### src/rtl/mips_pkg.sv
// Shared MIPS32 decode types: opcodes, R-type functs, ALU operations and the
// packed control word carried through ID/EX.
package mips_pkg;

  typedef enum logic [5:0] {
    OpRtype = 6'h00,
    OpJ     = 6'h02,
    OpJal   = 6'h03,
    OpBeq   = 6'h04,
    OpBne   = 6'h05,
    OpAddiu = 6'h09,
    OpSlti  = 6'h0a,
    OpSltiu = 6'h0b,
    OpAndi  = 6'h0c,
    OpOri   = 6'h0d,
    OpXori  = 6'h0e,
    OpLui   = 6'h0f,
    OpLw    = 6'h23,
    OpSw    = 6'h2b
  } opcode_t;

  typedef enum logic [5:0] {
    FnSll  = 6'h00,
    FnSrl  = 6'h02,
    FnSra  = 6'h03,
    FnAddu = 6'h21,
    FnSubu = 6'h23,
    FnAnd  = 6'h24,
    FnOr   = 6'h25,
    FnXor  = 6'h26,
    FnNor  = 6'h27,
    FnSlt  = 6'h2a,
    FnSltu = 6'h2b
  } funct_t;

  typedef enum logic [3:0] {
    AluAdd  = 4'd0,
    AluSub  = 4'd1,
    AluAnd  = 4'd2,
    AluOr   = 4'd3,
    AluXor  = 4'd4,
    AluNor  = 4'd5,
    AluSlt  = 4'd6,
    AluSltu = 4'd7,
    AluSll  = 4'd8,
    AluSrl  = 4'd9,
    AluSra  = 4'd10,
    AluLui  = 4'd11
  } alu_op_t;

  typedef struct packed {
    logic reg_write;
    logic mem_read;
    logic mem_write;
    logic alu_src_imm;
    logic is_branch;
    logic branch_ne;
    logic is_jump;
    logic illegal;
  } ctrl_t;

  localparam logic [4:0] REG_SP = 5'd29;
  localparam logic [4:0] REG_RA = 5'd31;

endpackage

### src/rtl/decode_stage_instr_decoder.sv
// Purely combinational MIPS32 instruction decoder: register fields, immediate,
// ALU operation, control word and source-usage flags.
module instr_decoder
  import mips_pkg::*;
(
  input  logic [31:0] instr,
  output logic [4:0]  rs,
  output logic [4:0]  rt,
  output logic [4:0]  wa,
  output logic [31:0] imm,
  output logic [4:0]  shamt,
  output alu_op_t     alu_op,
  output ctrl_t       ctrl,
  output logic        uses_rs,
  output logic        uses_rt
);

  logic [31:0] sext;
  logic [31:0] zext;

  assign sext = {{16{instr[15]}}, instr[15:0]};
  assign zext = {16'h0000, instr[15:0]};

  always_comb begin
    rs      = instr[25:21];
    rt      = instr[20:16];
    shamt   = instr[10:6];
    wa      = 5'd0;
    imm     = 32'h0;
    alu_op  = AluAdd;
    ctrl    = '0;
    uses_rs = 1'b1;
    uses_rt = 1'b0;

    case (instr[31:26])
      OpRtype: begin
        uses_rt        = 1'b1;
        wa             = instr[15:11];
        ctrl.reg_write = 1'b1;
        case (instr[5:0])
          FnAddu: alu_op = AluAdd;
          FnSubu: alu_op = AluSub;
          FnAnd:  alu_op = AluAnd;
          FnOr:   alu_op = AluOr;
          FnXor:  alu_op = AluXor;
          FnNor:  alu_op = AluNor;
          FnSlt:  alu_op = AluSlt;
          FnSltu: alu_op = AluSltu;
          FnSll:  begin alu_op = AluSll; uses_rs = 1'b0; end
          FnSrl:  begin alu_op = AluSrl; uses_rs = 1'b0; end
          FnSra:  begin alu_op = AluSra; uses_rs = 1'b0; end
          default: begin
            wa             = 5'd0;
            ctrl.reg_write = 1'b0;
            ctrl.illegal   = 1'b1;
          end
        endcase
      end
      OpAddiu, OpSlti, OpSltiu, OpLw: begin
        wa               = instr[20:16];
        imm              = sext;
        ctrl.reg_write   = 1'b1;
        ctrl.alu_src_imm = 1'b1;
        case (instr[31:26])
          OpSlti:  alu_op = AluSlt;
          OpSltiu: alu_op = AluSltu;
          OpLw:    ctrl.mem_read = 1'b1;
          default: alu_op = AluAdd;
        endcase
      end
      OpAndi, OpOri, OpXori: begin
        wa               = instr[20:16];
        imm              = zext;
        ctrl.reg_write   = 1'b1;
        ctrl.alu_src_imm = 1'b1;
        case (instr[31:26])
          OpAndi:  alu_op = AluAnd;
          OpOri:   alu_op = AluOr;
          default: alu_op = AluXor;
        endcase
      end
      OpLui: begin
        wa               = instr[20:16];
        imm              = {instr[15:0], 16'h0000};
        alu_op           = AluLui;
        ctrl.reg_write   = 1'b1;
        ctrl.alu_src_imm = 1'b1;
      end
      OpSw: begin
        uses_rt          = 1'b1;
        imm              = sext;
        ctrl.mem_write   = 1'b1;
        ctrl.alu_src_imm = 1'b1;
      end
      OpBeq, OpBne: begin
        uses_rt        = 1'b1;
        imm            = {sext[29:0], 2'b00};
        alu_op         = AluSub;
        ctrl.is_branch = 1'b1;
        ctrl.branch_ne = (instr[31:26] == OpBne);
      end
      OpJ, OpJal: begin
        uses_rs      = 1'b0;
        imm          = {4'b0000, instr[25:0], 2'b00};
        ctrl.is_jump = 1'b1;
        if (instr[31:26] == OpJal) begin
          wa             = REG_RA;
          ctrl.reg_write = 1'b1;
        end
      end
      default: ctrl.illegal = 1'b1;
    endcase

    // r0 is hardwired; never report a write to it.
    if (wa == 5'd0) ctrl.reg_write = 1'b0;
  end

endmodule

### src/rtl/decode_stage.sv
// MIPS32 ID stage: drives register-file read addresses, detects load-use
// hazards, and holds the ID/EX register behind valid/ready handshakes.
module decode_stage
  import mips_pkg::*;
#(
  parameter logic [31:0] RESET_PC = 32'h0000_0000,
  parameter int unsigned CNT_W    = 32
) (
  input  logic             clk,
  input  logic             rst_n,
  input  logic             if_valid,
  input  logic [31:0]      if_instr,
  input  logic [31:0]      if_pc,
  output logic             id_ready,
  input  logic             flush,
  input  logic             ex_ready,
  output logic [4:0]       rf_raddr1,
  output logic [4:0]       rf_raddr2,
  output logic             ex_valid,
  output logic [31:0]      ex_pc,
  output logic [4:0]       ex_rs,
  output logic [4:0]       ex_rt,
  output logic [4:0]       ex_wa,
  output logic [31:0]      ex_imm,
  output logic [4:0]       ex_shamt,
  output logic [3:0]       ex_alu_op,
  output logic [7:0]       ex_ctrl,
  output logic [CNT_W-1:0] bubble_cnt
);

  logic [4:0]  dec_rs;
  logic [4:0]  dec_rt;
  logic [4:0]  dec_wa;
  logic [31:0] dec_imm;
  logic [4:0]  dec_shamt;
  alu_op_t     dec_alu_op;
  ctrl_t       dec_ctrl;
  logic        dec_uses_rs;
  logic        dec_uses_rt;

  instr_decoder u_decoder (
    .instr   (if_instr),
    .rs      (dec_rs),
    .rt      (dec_rt),
    .wa      (dec_wa),
    .imm     (dec_imm),
    .shamt   (dec_shamt),
    .alu_op  (dec_alu_op),
    .ctrl    (dec_ctrl),
    .uses_rs (dec_uses_rs),
    .uses_rt (dec_uses_rt)
  );

  ctrl_t ex_ctrl_s;
  logic  load_use;
  logic  hold;
  logic  load;
  logic  bubble;

  assign ex_ctrl_s = ctrl_t'(ex_ctrl);
  assign hold      = ex_valid & ~ex_ready;
  assign load_use  = ex_valid & ex_ctrl_s.mem_read & (ex_rt != 5'd0) &
                     ((dec_uses_rs & (ex_rt == dec_rs)) | (dec_uses_rt & (ex_rt == dec_rt)));
  assign id_ready  = ~flush & ~hold & ~load_use;
  assign load      = if_valid & id_ready;
  assign bubble    = if_valid & load_use & ~flush & ~hold;

  // Re-read held sources when not loading so stalled entries see late writeback.
  assign rf_raddr1 = load ? dec_rs : ex_rs;
  assign rf_raddr2 = load ? dec_rt : ex_rt;

  always_ff @(posedge clk or negedge rst_n) begin
    if (!rst_n) begin
      ex_valid  <= 1'b0;
      ex_pc     <= RESET_PC;
      ex_rs     <= 5'd0;
      ex_rt     <= 5'd0;
      ex_wa     <= 5'd0;
      ex_imm    <= 32'h0;
      ex_shamt  <= 5'd0;
      ex_alu_op <= 4'd0;
      ex_ctrl   <= 8'h00;
    end else if (flush) begin
      ex_valid <= 1'b0;
    end else if (hold) begin
      ex_valid <= ex_valid;
    end else if (load) begin
      ex_valid  <= 1'b1;
      ex_pc     <= if_pc;
      ex_rs     <= dec_rs;
      ex_rt     <= dec_rt;
      ex_wa     <= dec_wa;
      ex_imm    <= dec_imm;
      ex_shamt  <= dec_shamt;
      ex_alu_op <= dec_alu_op;
      ex_ctrl   <= dec_ctrl;
    end else begin
      ex_valid <= 1'b0;
    end
  end

  always_ff @(posedge clk or negedge rst_n) begin
    if (!rst_n) begin
      bubble_cnt <= '0;
    end else if (bubble && (bubble_cnt != '1)) begin
      bubble_cnt <= bubble_cnt + {{(CNT_W-1){1'b0}}, 1'b1};
    end
  end

endmodule

### config.mk
export PLATFORM = sky130hd
export DESIGN_NAME = decode_stage
export DESIGN_NICKNAME = d
export VERILOG_FILES = /design/src/rtl/mips_pkg.sv /design/src/rtl/decode_stage_instr_decoder.sv /design/src/rtl/decode_stage.sv
export SDC_FILE = /design/constraint.sdc
export NUM_CORES = 1
export LEC_CHECK = 0
export ABC_AREA = 1
export BUFFER_PORTS_ARGS = -buffer_cell sky130_fd_sc_hd__buf_2
export CAP_MARGIN = 10
export CORE_ASPECT_RATIO = 1.75
export CORE_MARGIN = 5
export CORE_UTILIZATION = 30
export CTS_BUF_LIST = sky130_fd_sc_hd__clkbuf_4
export DETAILED_ROUTE_END_ITERATION = 8
export GPL_TIMING_DRIVEN = 0
export SLEW_MARGIN = 10
export SYNTH_ARGS = -nofsm -noshare
export SYNTH_HDL_FRONTEND = slang
export SYNTH_HIERARCHICAL = 1
export SYNTH_SLANG_ARGS = --single-unit
### constraint.sdc
create_clock -name clk -period 3.55 [get_ports clk]
set_input_delay 0.71 -clock clk [delete_from_list [all_inputs] [get_ports clk]]
set_output_delay 0.71 -clock clk [all_outputs]
set_load 0.02 [all_outputs]
==> metrics.txt <==
worst rel slew slack=between 40% and 50%; clk_lat worst skew=approximately 600 ps; Post-Syn Area per Cell=7.43 um^2; DR DRC count=0; Die Width=around 130 um; post-synthesis async set-or-reset flop share=100%; Min-Delay Startpoint=flush; worst-margin pin slew=roughly 810 ps; clock-pin slew on the worst setup and hold paths=120 ps; Pleak=0.00525 uW; switching share of power=around a third; Worst Reg-to-Reg Cells=11; vias after detailed routing=about 7500; FF/Latch Area=about 3200 um^2; FMAX=about 290 MHz; initial DRC count=roughly 370; CP Launch Type=input port; CTS Sinks=between 100 and 150; WL/cell=17.4 um; reg-to-reg startpoint=bubble_cnt[0]; Finished Layout Cells=1558; drt total wl=~27000 um; Root Buffer=clkbuf_4; Num CTS Buffers=17; met2 WL=14900 um; Worst Skew=around 26 ps; CP max stage delay=roughly 190 ps; placed cell area=between 8000 and 9000 um^2; Placer Congestion=roughly 0.92; design area=9320 um^2; die height=218 um; CP Data Required Time=about 2800 ps; largest net degree at the start of global routing=approximately 80; Max VDD drop=between 0.2 and 0.25 mV; CTS tree=yes; r2r endpoint=bubble_cnt[22]; Top Metal Used=met4; Buffers on Ports=approximately 210; Final Hold Viols=0; # fillers=approximately 2700; Clock Power Share=30.1%; DR pass1 iterations=5; worst hold path stage count=2; I/O pin total=between 200 and 250; GRT Util Overall=19.6%; worst path cell trace=buf_2 -> nor2_2 -> nand2_4 -> nor2_4 -> buf_4 -> o21ai_0 -> nand2_1 -> nor2_1 -> nand3_1 -> nand2_2 -> nand2_8 -> nand2_8 -> clkbuf_4 -> o21ai_0 -> buf_4; Final Net Count=roughly 1300; initial antenna violation count=2; placed cell count=roughly 1500; NetSw=approximately 1200 uW; Max FO, Critical Path=10; Die Area=~28000 um^2; number of synthesized flops with an enable pin=0; Syn Inst Count=approximately 1000; yosys warns=6; initial core utilization=30.2%; layout overhead on the synthesized area=25.7%; share of cells above drive strength 1=between 20% and 30%; setup slack after layout=between 100 and 150 ps; CTS max path bufs=2; synthesized area=7410 um^2; hold endpoint=ex_valid; min Tclk post-route=between 3000 and 4000 ps; power density over cell area=approximately 380 nW/um^2; area of the multi-input gates=~3600 um^2; met3 wire length=~1700 um; gr ovfl total=0; Int Pwr=between 2000 and 2500 uW; outcome=finished clean; Setup WS pre-CTS=-298 ps; final setup fails=0; first-pass GRT wire length=41700 um; r2r setup slk=approximately 1300 ps; Final Cycle Share=a little over nine tenths; register area share after synthesis=between 40 and 50%; Antenna Violating Nets Remaining=0; H-tree Lvls=4; max cap viols=0; post-route setup TNS=0 ps; fin. max-slew vios=0; row count=76; CP Capture Type=output port; post-synthesis sequential element count=129; CP max stage cell=buf_4; DP Wirelength=between 20000 and 25000 um; Vias/cell=just under 5; ys flop type=dfrtp_1; critical path type=input port to output port; syn_nets=roughly 1100; vias in the first global route=around 7600; Reg power frac=47.5%; WL met1=~8700 um; min-delay worst type=input port to flop; Yosys cell types=40; core area=around 25000 um^2; Worst EP arrival=around 2700 ps; Gate power share=between 20 and 25%
[worst max-delay path, delay by kind of cell]
family / cells / cell delay (ps)
and+or+nand+nor: 9 / 950
AOI/OAI and AO/OA: 2 / 300
buffers and inverters: 4 / 710
[cells in the final DEF (no fill, tap or decap), types with 3 or more instances in the layout]
cell	Yosys	layout
o211ai_1	3	3
inv_1	51	50
o221ai_1	3	3
inv_6	0	5
nand2_4	2	3
nand2_2	17	15
clkinv_4	0	3
clkbuf_4	0	18
buf_6	9	12
nor3_1	8	8
nor2_4	6	9
buf_4	22	35
clkbuf_1	13	12
nand3_2	6	6
a21oi_1	8	8
nor2_2	4	5
buf_2	12	208
nand3b_1	7	7
o22ai_1	14	14
xnor2_1	8	8
o2111ai_1	8	8
nand4_1	7	7
inv_2	13	14
nor3b_1	3	3
dfrtp_1	129	129
buf_1	4	4
nor2_1	70	66
o21ai_0	36	35
nand2_1	373	372
xor2_1	12	12
nand3_1	117	117
o21ai_1	20	21
[per-layer routing]
| layer | global-route usage, % | vias to the layer above |
|---|---|---|
| li1 | - | 3700 |
| met1 | 17.9 | 3454 |
| met2 | 36.5 | 289 |
| met3 | 5.61 | 94 |
| met4 | 12.9 | 0 |
| met5 | 0 | - |
[repair_timing]
item | 4_1_cts | 5_1_grt
endpoints found under the setup margin | 10 | 10
hold buffers | 1 | 0
pin swaps | 1 | 5
resized for setup | 11 | 22
setup buffers | 2 | 4
hold endpoints to repair | 13 | 0
[power groups by stage]
| stage | logic, uW | registers [uW] | clock network (uW) |
|---|---|---|---|
| CTS | 784 | 1660 | 1110 |
| global placement | 762 | 1690 | 0 |
| floorplan | 280 | 1840 | 0 |
| global route | 859 | 1680 | 1170 |
| finish | 782 | 1660 | 1050 |
| detailed placement | 773 | 1690 | 0 |
[cells in the mapped netlist, types with 8 or more instances]
cell       count  share of area (%)
nand2_1      373                 19
clkbuf_1      13               0.66
dfrtp_1      129                 44
xor2_1        12                1.4
buf_6          9                1.4
xnor2_1        8               0.95
nor3_1         8               0.54
o22ai_1       14                1.2
nand3_1      117                7.9
o21ai_1       20                1.4
buf_2         12               0.81
o2111ai_1      8               0.95
o21ai_0       36                2.4
inv_2         13               0.66
inv_1         51                2.6
nor2_1        70                3.5
nand2_2       17                1.4
a21oi_1        8               0.54
buf_4         22                2.2
[how the worst max path moves through the flow]
stage                 start           end  slack [ps]  depth (start not counted)
6_report       if_instr[29]  rf_raddr2[0]         140                         15
2_1_floorplan  if_instr[30]  rf_raddr1[1]         310                         13
5_1_grt        if_instr[30]  rf_raddr1[3]         -20                         17
4_1_cts        if_instr[27]  rf_raddr1[0]         0.5                         17
3_3_place_gp   if_instr[27]  rf_raddr2[1]        -300                         16
3_5_place_dp   if_instr[27]  rf_raddr2[3]        -300                         16
[final cells by class]
class	instances	area share (%)
sequential	129	34.6
clock buffer	17	1.37
tap	312	4.19
buffer	60	4.47
timing repair buffer	215	12.3
multi-input combinational	744	38.7
inverter	65	2.65
antenna	2	0.0537
clock inverter	14	1.67
[registers in the layout, summed over array words and instances (netlist names)]
signal / flops
ex_shamt: 5
ex_imm: 32
ex_pc: 32
ex_rt: 5
ex_alu_op: 4
bubble_cnt: 32
ex_rs: 5
ex_ctrl: 8
ex_valid: 1
ex_wa: 5
[logic make-up (layout without fill, tap and decap cells)]
family | count (synthesis) | after routing | synth area share [%]
other | 0 | 2 | 0
and+or+nand+nor | 625 | 625 | 37.4
AOI/OAI and AO/OA | 98 | 98 | 7.88
DFF | 129 | 129 | 43.6
adders and majority gates | 1 | 1 | 0.169
xor gates and xnor gates | 20 | 20 | 2.36
buffers and inverters | 125 | 371 | 8.59
[stage by stage]
stage	hold slack [ps]	util, %	total power (uW)
after floorplan	414	-	2120
final	298	38.0	3500
after global routing	237	38.0	3710
after global placement	448	36.0	2450
after detailed placement	453	36.2	2460
after CTS	220	37.5	3560
No activity file was read; power rests on OpenSTA's default activity.
